**src/rtl/instr_fetch.sv**
```systemverilog
// rtl/instr_fetch.sv - instruction store loaded from a byte stream, then one-word-per-clock fetch register.
// Optional FETCH_PARITY_EN adds a stored even-parity bit per word and a parity_err output.
module instr_fetch #(
    parameter int ADDR_WIDTH  = 6,
    parameter int INSTR_WIDTH = 14
) (
    input  logic                  clk,
    input  logic                  rst_n,
    input  logic [ADDR_WIDTH-1:0] pc_addr,
    input  logic                  hold,
    input  logic                  ld_valid,
    input  logic [7:0]            ld_data,
    input  logic                  ld_last,
    output logic                  ld_ready,
    output logic                  run,
    output logic                  instr_valid,
    output logic [ADDR_WIDTH-1:0] instr_pc,
    output logic [6:0]            instr_src,
    output logic [6:0]            instr_dest
`ifdef FETCH_PARITY_EN
    ,
    output logic                  parity_err
`endif
);

    localparam int DEPTH = 1 << ADDR_WIDTH;
`ifdef FETCH_PARITY_EN
    localparam int SW = INSTR_WIDTH + 1;
`else
    localparam int SW = INSTR_WIDTH;
`endif

    typedef enum logic [1:0] {LD_LO, LD_HI, RUN} state_t;

    state_t                  state, state_nx;
    logic [ADDR_WIDTH-1:0]   wcnt, wcnt_nx;
    logic [7:0]              lo_byte;
    logic                    xfer;
    logic                    we;
    logic [INSTR_WIDTH-1:0]  wdata;
    logic [SW-1:0]           store_word;
    logic [SW-1:0]           rd_word;
    logic [SW-1:0]           mem [DEPTH];

    assign ld_ready = (state != RUN);
    assign run      = (state == RUN);
    // Gating with rst_n keeps a loader byte presented during reset out of the store.
    assign xfer     = ld_valid & ld_ready & rst_n;

    always_comb begin
        state_nx = state;
        wcnt_nx  = wcnt;
        we       = 1'b0;
        wdata    = '0;
        case (state)
            LD_LO: begin
                if (xfer) begin
                    if (ld_last) begin
                        we       = 1'b1;
                        wdata    = {{(INSTR_WIDTH-8){1'b0}}, ld_data};
                        state_nx = RUN;
                    end else begin
                        state_nx = LD_HI;
                    end
                end
            end
            LD_HI: begin
                if (xfer) begin
                    we      = 1'b1;
                    wdata   = {ld_data[INSTR_WIDTH-9:0], lo_byte};
                    wcnt_nx = wcnt + 1'b1;
                    if (ld_last || (&wcnt))
                        state_nx = RUN;
                    else
                        state_nx = LD_LO;
                end
            end
            RUN:     state_nx = RUN;
            default: state_nx = LD_LO;
        endcase
    end

    always_ff @(posedge clk or negedge rst_n) begin
        if (!rst_n) begin
            state   <= LD_LO;
            wcnt    <= '0;
            lo_byte <= '0;
        end else begin
            state <= state_nx;
            wcnt  <= wcnt_nx;
            if (state == LD_LO && xfer)
                lo_byte <= ld_data;
        end
    end

`ifdef FETCH_PARITY_EN
    assign store_word = {^wdata, wdata};
`else
    assign store_word = wdata;
`endif

    // Store is intentionally not reset; contents survive a reset.
    always_ff @(posedge clk) begin
        if (we)
            mem[wcnt] <= store_word;
    end

    assign rd_word = mem[pc_addr];

    always_ff @(posedge clk or negedge rst_n) begin
        if (!rst_n) begin
            instr_valid <= 1'b0;
            instr_pc    <= '0;
            instr_src   <= '0;
            instr_dest  <= '0;
`ifdef FETCH_PARITY_EN
            parity_err  <= 1'b0;
`endif
        end else if (state == RUN && !hold) begin
            instr_valid <= 1'b1;
            instr_pc    <= pc_addr;
            instr_src   <= rd_word[INSTR_WIDTH-1:INSTR_WIDTH-7];
            instr_dest  <= rd_word[6:0];
`ifdef FETCH_PARITY_EN
            parity_err  <= ^rd_word;
`endif
        end
    end

endmodule

```
**config.mk**
```make
export PLATFORM = sky130hd
export DESIGN_NAME = instr_fetch
export DESIGN_NICKNAME = d
export VERILOG_FILES = /design/src/rtl/instr_fetch.sv
export SDC_FILE = /design/constraint.sdc
export NUM_CORES = 1
export LEC_CHECK = 0
export BUFFER_PORTS_ARGS = -buffer_cell sky130_fd_sc_hd__buf_2
export CAP_MARGIN = 20
export CORE_MARGIN = 1.5
export CORE_UTILIZATION = 29
export DETAILED_ROUTE_END_ITERATION = 10
export GPL_TIMING_DRIVEN = 1
export PLACE_DENSITY = 0.51
export SYNTH_ARGS = -nofsm -noshare
export SYNTH_HDL_FRONTEND = slang
export SYNTH_SLANG_ARGS = --single-unit
export TNS_END_PERCENT = 5
```
**constraint.sdc**
```tcl
create_clock -name clk -period 6.9 [get_ports clk]
set_input_delay 1.035 -clock clk [delete_from_list [all_inputs] [get_ports clk]]
set_output_delay 1.035 -clock clk [all_outputs]
set_load 0.02 [all_outputs]
```
==> metrics.md, run 1 <==
| Metric | Value |
|---|---|
| Comb pwr share | 6.7% |
| Flop pwr share | 51.9% |
| DR pass1 iterations | 10 |
| Power Total | 12.40 mW |
| Slew @ Worst Pin | 1.116 ns |
| Post-Syn Instances | 1795 |
| Critical path origin | rst_n |
| Most common cell after layout, fill and taps aside | edfxtp_1 |
| Final nets | 1946 |
| Die width | 356.5 um |
| Worst Hold Class | in -> async |
| Post-layout util | 33.84% |
| Hold Buf Count CTS | 0 |
| Largest family of logic cells by synthesized area | multiplexers |
| CTS Sinks | 933 |
| Compound-Gate Fraction of Synth Area | 3.781% |
| Mapped Nets | 1815 |
| Clock skew | 0.03839 ns |
| Total CTS buffers | 99 |
| Failing checks | DRC |
| Number of synthesized register bits | 933 |
| Initial antenna violation count | 7 |
| Worst setup SP type | input pin |
| Most used cell, CP | nand2_1 |
| Status | complete, but fails checks |
| Syn. warnings | 0 |
| Ys async rst share | 3.966% |
| Simple-gate portion of the synthesized area | 2.821% |
| Largest net degree at the start of global routing | 106 |
| Net Sw Frac | 23.18% |
| Power per Cell Area | 296.1 nW/um^2 |
| H-tree lvl count | 3 |
| Pre-CTS setup slack | 1.742 ns |
| DRT Wirelength | 93930 um |
| Req. time, crit path | 7.18 ns |
| DRC errors left | 8 |
| Fmax | 235.5 MHz |
| Routability cong. | 0.8148 |
| Post-CTS Resized | 0 |
| Post-synthesis cell type count | 43 |
| GRT Total Usage | 14.61% |
| Via density | 4.933 |
| Sw Pwr | 2.875 mW |
| Post-synthesis adder-cell area fraction | 0.03453% |
| Core Area | 123800 sq um |
| Top_reg_cell synth | edfxtp_1 |
| Clock network power share | 41.4% |
| First-pass GRT wire length | 133200 um |
| RR Startpoint | state[0] |
| Int Power | 9.527 mW |
| Most frequent cells in the layout | 896 x edfxtp_1, 154 x mux4_2, 142 x mux2i_1 |
| Mapped Avg Cell Area | 20.19 sq um |
| Global route overflow | 0 |
| Peak VDD IR | 0.2781 mV |
| Layout cell share with drive strength beyond 1 | 24.75% |
| Synthesized area | 36230 sq um |
| LEAKAGE | 13.13 nW |
| Reg clk slew, reported paths | 0.05 ns |
| Min Hold Slack | 0.4386 ns |
| Max_cap viols | 0 |
| CTS Buffer Depth | 3 |
| Crit path DAT | 4.53 ns |
| Clk Latency, worst-skew pair | 0.67 ns |
| CP cell instances | buf_2 -> buf_4 -> nand2_1 -> nor3_2 -> and2_1 -> o21a_1 -> nand2_1 -> nor2_1 |
| Post-synth EDFFs | 896 |
| Max-slew violations | 0 |
| Setup Viol. Count Final | 0 |
| Post-synthesis mux area share | 14.80% |
| # rows | 129 |
| Final Cycle Share | 61.54% |
| Slew HR | 25.57% |
| Post-DP HPWL | 58720 um |
| Die Height | 356.5 um |
| CP max FO | 38 |
| Xor/xnor share of the synthesized area | 0.1209% |
| CTS tree | built |
| Vias post-DR | 17970 |
| Final setup margin | 2.654 ns |
| IO Count | 42 |
| CP max stage cell | nor2_1 |
| Starting DRC count in detailed routing | 1846 |
| Crit path kind | in -> reg |
| Synthesis-to-finish area growth | 15.61% |
| Starting Density | 29.27% |
| WL/cell | 25.78 um |
| Final min period | 4.246 ns |
| Worst path max stage delay | 0.97 ns |
| Final ANT Viol Nets | 0 |
| Final hold violation count | 0 |
| Port Buf Inserts | 41 |
| Clk root buf | clkbuf_16 |
| Post-CTS Setup Bufs | 0 |
| CP Capture Type | flip-flop |
| Number of global-route vias before repair | 18020 |
| Register area share after synthesis | 76.81% |
| Setup TNS | 0 ns |
| RSZ-0062 raised after global routing | false |
| DIE AREA | 127100 sq um |
[synthesized netlist by cell type (2+ instances only)]
library cell  count  share of area (%)
a2111oi_0        11               0.27
a211oi_1         13               0.27
a21oi_1          10               0.14
a221o_1          10               0.28
a22o_1           18               0.44
a22oi_1          62                1.3
a31oi_1          10               0.17
and2_1           10               0.17
buf_1             8              0.083
buf_2            31               0.43
buf_4            22               0.46
buf_6            11               0.34
clkbuf_1         29               0.30
dfrtp_1          37                2.6
edfxtp_1        896                 74
inv_1             2              0.021
mux2_2           42                1.3
mux2i_1         142                3.9
mux4_2          154                9.6
nand2_1          65               0.67
nand2b_1          5              0.086
nand3_1          18               0.25
nand3b_1          2              0.041
nand4_1           2              0.035
nor2_1           81               0.84
nor2b_1          16               0.28
nor3_1           14               0.19
nor3b_1           2              0.041
nor4_1            2              0.035
o211ai_1         10               0.21
o21ai_0          18               0.25
o22ai_1          24               0.41
or2_2             3              0.052
or3_1             2              0.035
or3b_2            2              0.048
xnor2_1           3              0.073
xor2_1            2              0.048
[layout make-up]
| class | count | area [sq um] |
|---|---|---|
| Fill cell | 11560 | 81910 |
| Inverter | 2 | 7.507 |
| Sequential cell | 933 | 27830 |
| Clock inverter | 59 | 508.0 |
| Clock buffer | 120 | 2630 |
| Tap cell | 1637 | 2048 |
| Multi-Input combinational cell | 759 | 7856 |
| Antenna cell | 2 | 5.005 |
| Timing Repair Buffer | 131 | 1003 |
[critical path, delay by kind of cell]
family,cells,cell delay (ns)
AND/OR/NAND/NOR,5,2.69
buffers and inverters,2,0.53
AO/OA/AOI/OAI,1,0.24
[power groups by stage]
stage / registers [mW] / clock network, mW / logic, mW
4_1_cts: 6.42 / 5.23 / 0.837
3_5_place_dp: 6.54 / 0 / 0.835
2_1_floorplan: 6.55 / 0 / 0.446
3_3_place_gp: 6.54 / 0 / 0.815
6_report: 6.43 / 5.14 / 0.829
5_1_grt: 6.43 / 5.44 / 0.883
[registers in the layout (all words and copies together) (netlist names)]
name and flops:
state 2, instr_src 7, instr_pc 6, instr_valid 1, instr_dest 7, wcnt 6, lo_byte 8, mem 896
[final timing paths]
kind                                to  slack, ns  cells after the start
max                         mem[49][7]       2.65                      8
min                        instr_pc[1]       0.44                      2
max reg2reg                 mem[49][7]       3.34                      5
min reg2reg                instr_pc[5]       0.49                      2
max in group asynchronous  instr_valid       6.06                      2
min in group clk           instr_pc[5]       0.49                      2
[through the flow]
step | instances | instance area (sq um)
after floorplan | 1795 | 36230
after global placement | 3431 | 38440
after detailed placement | 3451 | 38640
after CTS | 3630 | 41780
after global routing | 3641 | 41890
final | 3643 | 41890
[kinds of logic after synthesis]
| kind of cell | after synthesis |
|---|---|
| AOI/OAI and AO/OA | 189 |
| xor gates and xnor gates | 5 |
| adders and majority gates | 1 |
| buffers and inverters | 103 |
| DFF | 933 |
| muxes | 338 |
| and+or+nand+nor | 226 |
[layer usage]
layer  track usage [%]  up-vias  wire, um
li1                  -     7659         -
met3             3.775      136      7311
met2             22.67      688     43000
met4             4.068        6      2252
met1             20.25     9481     41330
met5                 0        -        31
Power figures use the tool's default switching activity.
==> run 2, diff against run 1 <==
- clock period: 6.9 -> 4.4 ns (I/O delays scaled with it)
==> run 2 against run 1 <==
The flow still finishes with violations (DRC). Highest routed layer unchanged. First-iteration DRC count up 12%. Hold slack worse by 0.31 ns. Register-to-register slack worse by 1.9 ns. Critical path type unchanged. Critical endpoint is now instr_dest[3]. Non-clock buffer count up 33. Die area unchanged. Design area up 0.48%. Routed wire length up 3.8%. Total power up 57%. Combinational power up 63%. Final cell count up 0.71%. Core utilization up 0.16 points. Largest cell class unchanged.
==> metrics.md, run 2 (synthesis gave the netlist of run 1 again) <==
| Metric | Value |
|---|---|
| Status | complete, but fails checks (unchanged) |
| Failing checks | DRC (unchanged) |
| Most frequent cells in the layout | 896 x edfxtp_1, 154 x mux4_2, 142 x mux2i_1 (unchanged) |
| RR Startpoint | state[0] (unchanged) |
| Total CTS buffers | 96 (was 99) |
| First-pass GRT wire length | 138100 um (was 133200 um) |
| LEAKAGE | 13.31 nW (was 13.13 nW) |
| Register area | 27830 sq um (unchanged) |
| Power per Cell Area | 461.8 nW/um^2 (was 296.1 nW/um^2) |
| Via density | 4.972 (was 4.933) |
| IO Count | 42 (unchanged) |
| DIE AREA | 127100 sq um (unchanged) |
| Vias post-DR | 18240 (was 17970) |
| Crit path kind | in -> reg (unchanged) |
| Slew HR | 26.69% (was 25.57%) |
| CP max stage cell | a2111oi_0 (was nor2_1) |
| Post-CTS Resized | 0 (unchanged) |
| Initial antenna violation count | 9 (was 7) |
| Post-CTS Setup Bufs | 0 (unchanged) |
| Setup TNS | 0 ns (unchanged) |
| Die width | 356.5 um (unchanged) |
| Placed cells | 3494 (was 3451) |
| Synthesis-to-finish area growth | 16.17% (was 15.61%) |
| Max-slew violations | 0 (unchanged) |
| Starting DRC count in detailed routing | 2075 (was 1846) |
| Reg clk slew, reported paths | 0.06 ns (was 0.05 ns) |
| DRT Wirelength | 97540 um (was 93930 um) |
| DRC errors left | 4 (was 8) |
| CP cell instances | buf_8 -> buf_4 -> mux2i_1 -> a22o_1 -> a2111oi_0 -> a31oi_1 -> o211ai_1 -> a221o_1 (was buf_2 -> buf_4 -> nand2_1 -> nor3_2 -> and2_1 -> o21a_1 -> nand2_1 -> nor2_1) |
| Placed Area | 39020 sq um (was 38640 sq um) |
| Critical Path Sink | instr_dest[3] (was mem[49][7]) |
| Worst path max stage delay | 0.83 ns (was 0.97 ns) |
| Worst setup SP type | input pin (unchanged) |
| Peak VDD IR | 0.2865 mV (was 0.2781 mV) |
| Fmax | 333.3 MHz |
| Crit path DAT | 3.58 ns (was 4.53 ns) |
| Biggest regs | mem x896, lo_byte x8 (unchanged) |
| Finished Layout Cells | 3669 (was 3643) |
| Setup Viol. Count Final | 0 (unchanged) |
| Final ANT Viol Nets | 0 (unchanged) |
| Post-DP HPWL | 61400 um (was 58720 um) |
| CTS Sinks | 933 (unchanged) |
| Most common cell after layout, fill and taps aside | edfxtp_1 (unchanged) |
| Die Height | 356.5 um (unchanged) |
| Slew @ Worst Pin | 1.096 ns (was 1.116 ns) |
| CTS Buffer Depth | 3 (unchanged) |
| Worst Hold Class | in -> async (unchanged) |
| Max_cap viols | 0 (unchanged) |
| R2R depth | 6 (was 5) |
| Clk root buf | clkbuf_16 (unchanged) |
| Starting Density | 29.27% (unchanged) |
| Final Cycle Share | 68.19% |
| WL/cell | 26.58 um (was 25.78 um) |
| Min Hold Slack | 0.1244 ns (was 0.4386 ns) |
| RR Endpoint | mem[48][11] (was mem[49][7]) |
| Fillers | 11490 (was 11560) |
| H-tree lvl count | 3 (unchanged) |
| # rows | 129 (unchanged) |
| Critical path origin | pc_addr[2] (was rst_n) |
| Req. time, crit path | 4.98 ns (was 7.18 ns) |
| Biggest register | mem (unchanged) |
| CP Capture Type | flip-flop (unchanged) |
| Port Buf Inserts | 41 (unchanged) |
| GRT Total Usage | 15.26% (was 14.61%) |
| R2R Setup Slk | 1.47 ns (was 3.34 ns) |
| Number of global-route vias before repair | 18690 (was 18020) |
| Largest register FFs | 896 (unchanged) |
| Post-layout util | 34.00% (was 33.84%) |
| Inserted Diodes | 0 (was 2) |
| Core Area | 123800 sq um (unchanged) |
| Final nets | 1976 (was 1946) |
| Final min period | 3.000 ns |
| Routability cong. | 0.7970 (was 0.8148) |
| DR pass1 iterations | 10 (unchanged) |
| Clk Latency, worst-skew pair | 0.65 ns (was 0.67 ns) |
| Layout cell share with drive strength beyond 1 | 25.59% (was 24.75%) |
| CTS tree | built (unchanged) |
| Global route overflow | 0 (unchanged) |
| RSZ-0062 raised after global routing | false (unchanged) |
| CP max FO | 31 (was 38) |
| Hold Buf Count CTS | 0 (unchanged) |
| Largest net degree at the start of global routing | 90 (was 106) |
| Final hold violation count | 0 (unchanged) |
| Final instance area | 42090 sq um (was 41890 sq um) |
| Area of the multi-input gates | 7849 sq um (was 7856 sq um) |
| Clock skew | 0.02644 ns (was 0.03839 ns) |
==> run 2: changes by cell type in the layout (fill, tap and decap cells not counted), sizes merged <==
cell	change
buf	+32
diode	-2
clkbuf	+6
clkinv	-12
bufinv	+3
inv	-4
dlymetal6s2s	+1
clkinvlp	+2
==> run 2: worst max-delay path: cells and delay by family <==
kind / cells / cell delay, ns
buffers and inverters: 2 / 0.79
multiplexers: 1 / 0.15
AO/OA/AOI/OAI: 5 / 1.91
==> run 2: metal layers <==
| layer | routed length [um] | share of wire, % | global-route usage, % |
|---|---|---|---|
| met5 | 23 | 0.024 | 0 |
| met4 | 2685 | 2.8 | 4.366 |
| met3 | 9100 | 9.3 | 4.731 |
| met2 | 43010 | 44 | 22.68 |
| met1 | 42720 | 44 | 21.45 |
==> run 2: how the worst min path moves through the flow <==
stage	start	to	slack [ns]	depth (start not counted)
6_report	rst_n	instr_pc[0]	0.12	2
3_3_place_gp	instr_pc[4]	instr_pc[4]	0.46	2
2_1_floorplan	rst_n	instr_dest[0]	0.36	0
5_1_grt	rst_n	instr_pc[5]	0.15	2
3_5_place_dp	instr_pc[4]	instr_pc[4]	0.47	2
4_1_cts	rst_n	instr_pc[0]	0.11	2
==> run 2: metrics by stage <==
step	power (mW)	setup slack, ns
after floorplan	10.96	1.449
after global routing	20.02	1.243
after CTS	19.60	1.347
after global placement	11.65	0.6423
after detailed placement	11.67	0.6671
final	19.44	1.400
==> run 2: cell type report <==
type | count | area share (%)
sequential | 933 | 66.12
timing repair buffer | 164 | 3.074
multi-input combinational | 759 | 18.65
tap | 1637 | 4.866
clock buffer | 126 | 6.123
inverter | 2 | 0.01784
clock inverter | 48 | 1.150
==> run 2: power breakdown <==
group          internal (mW)  leakage (nW)  total (mW)  switching, mW
clock                   4.64          1.49        7.95           3.31
sequential              9.88          8.30        10.1          0.253
combinational          0.461          3.51        1.35          0.891
total                   15.0          13.3        19.4           4.45
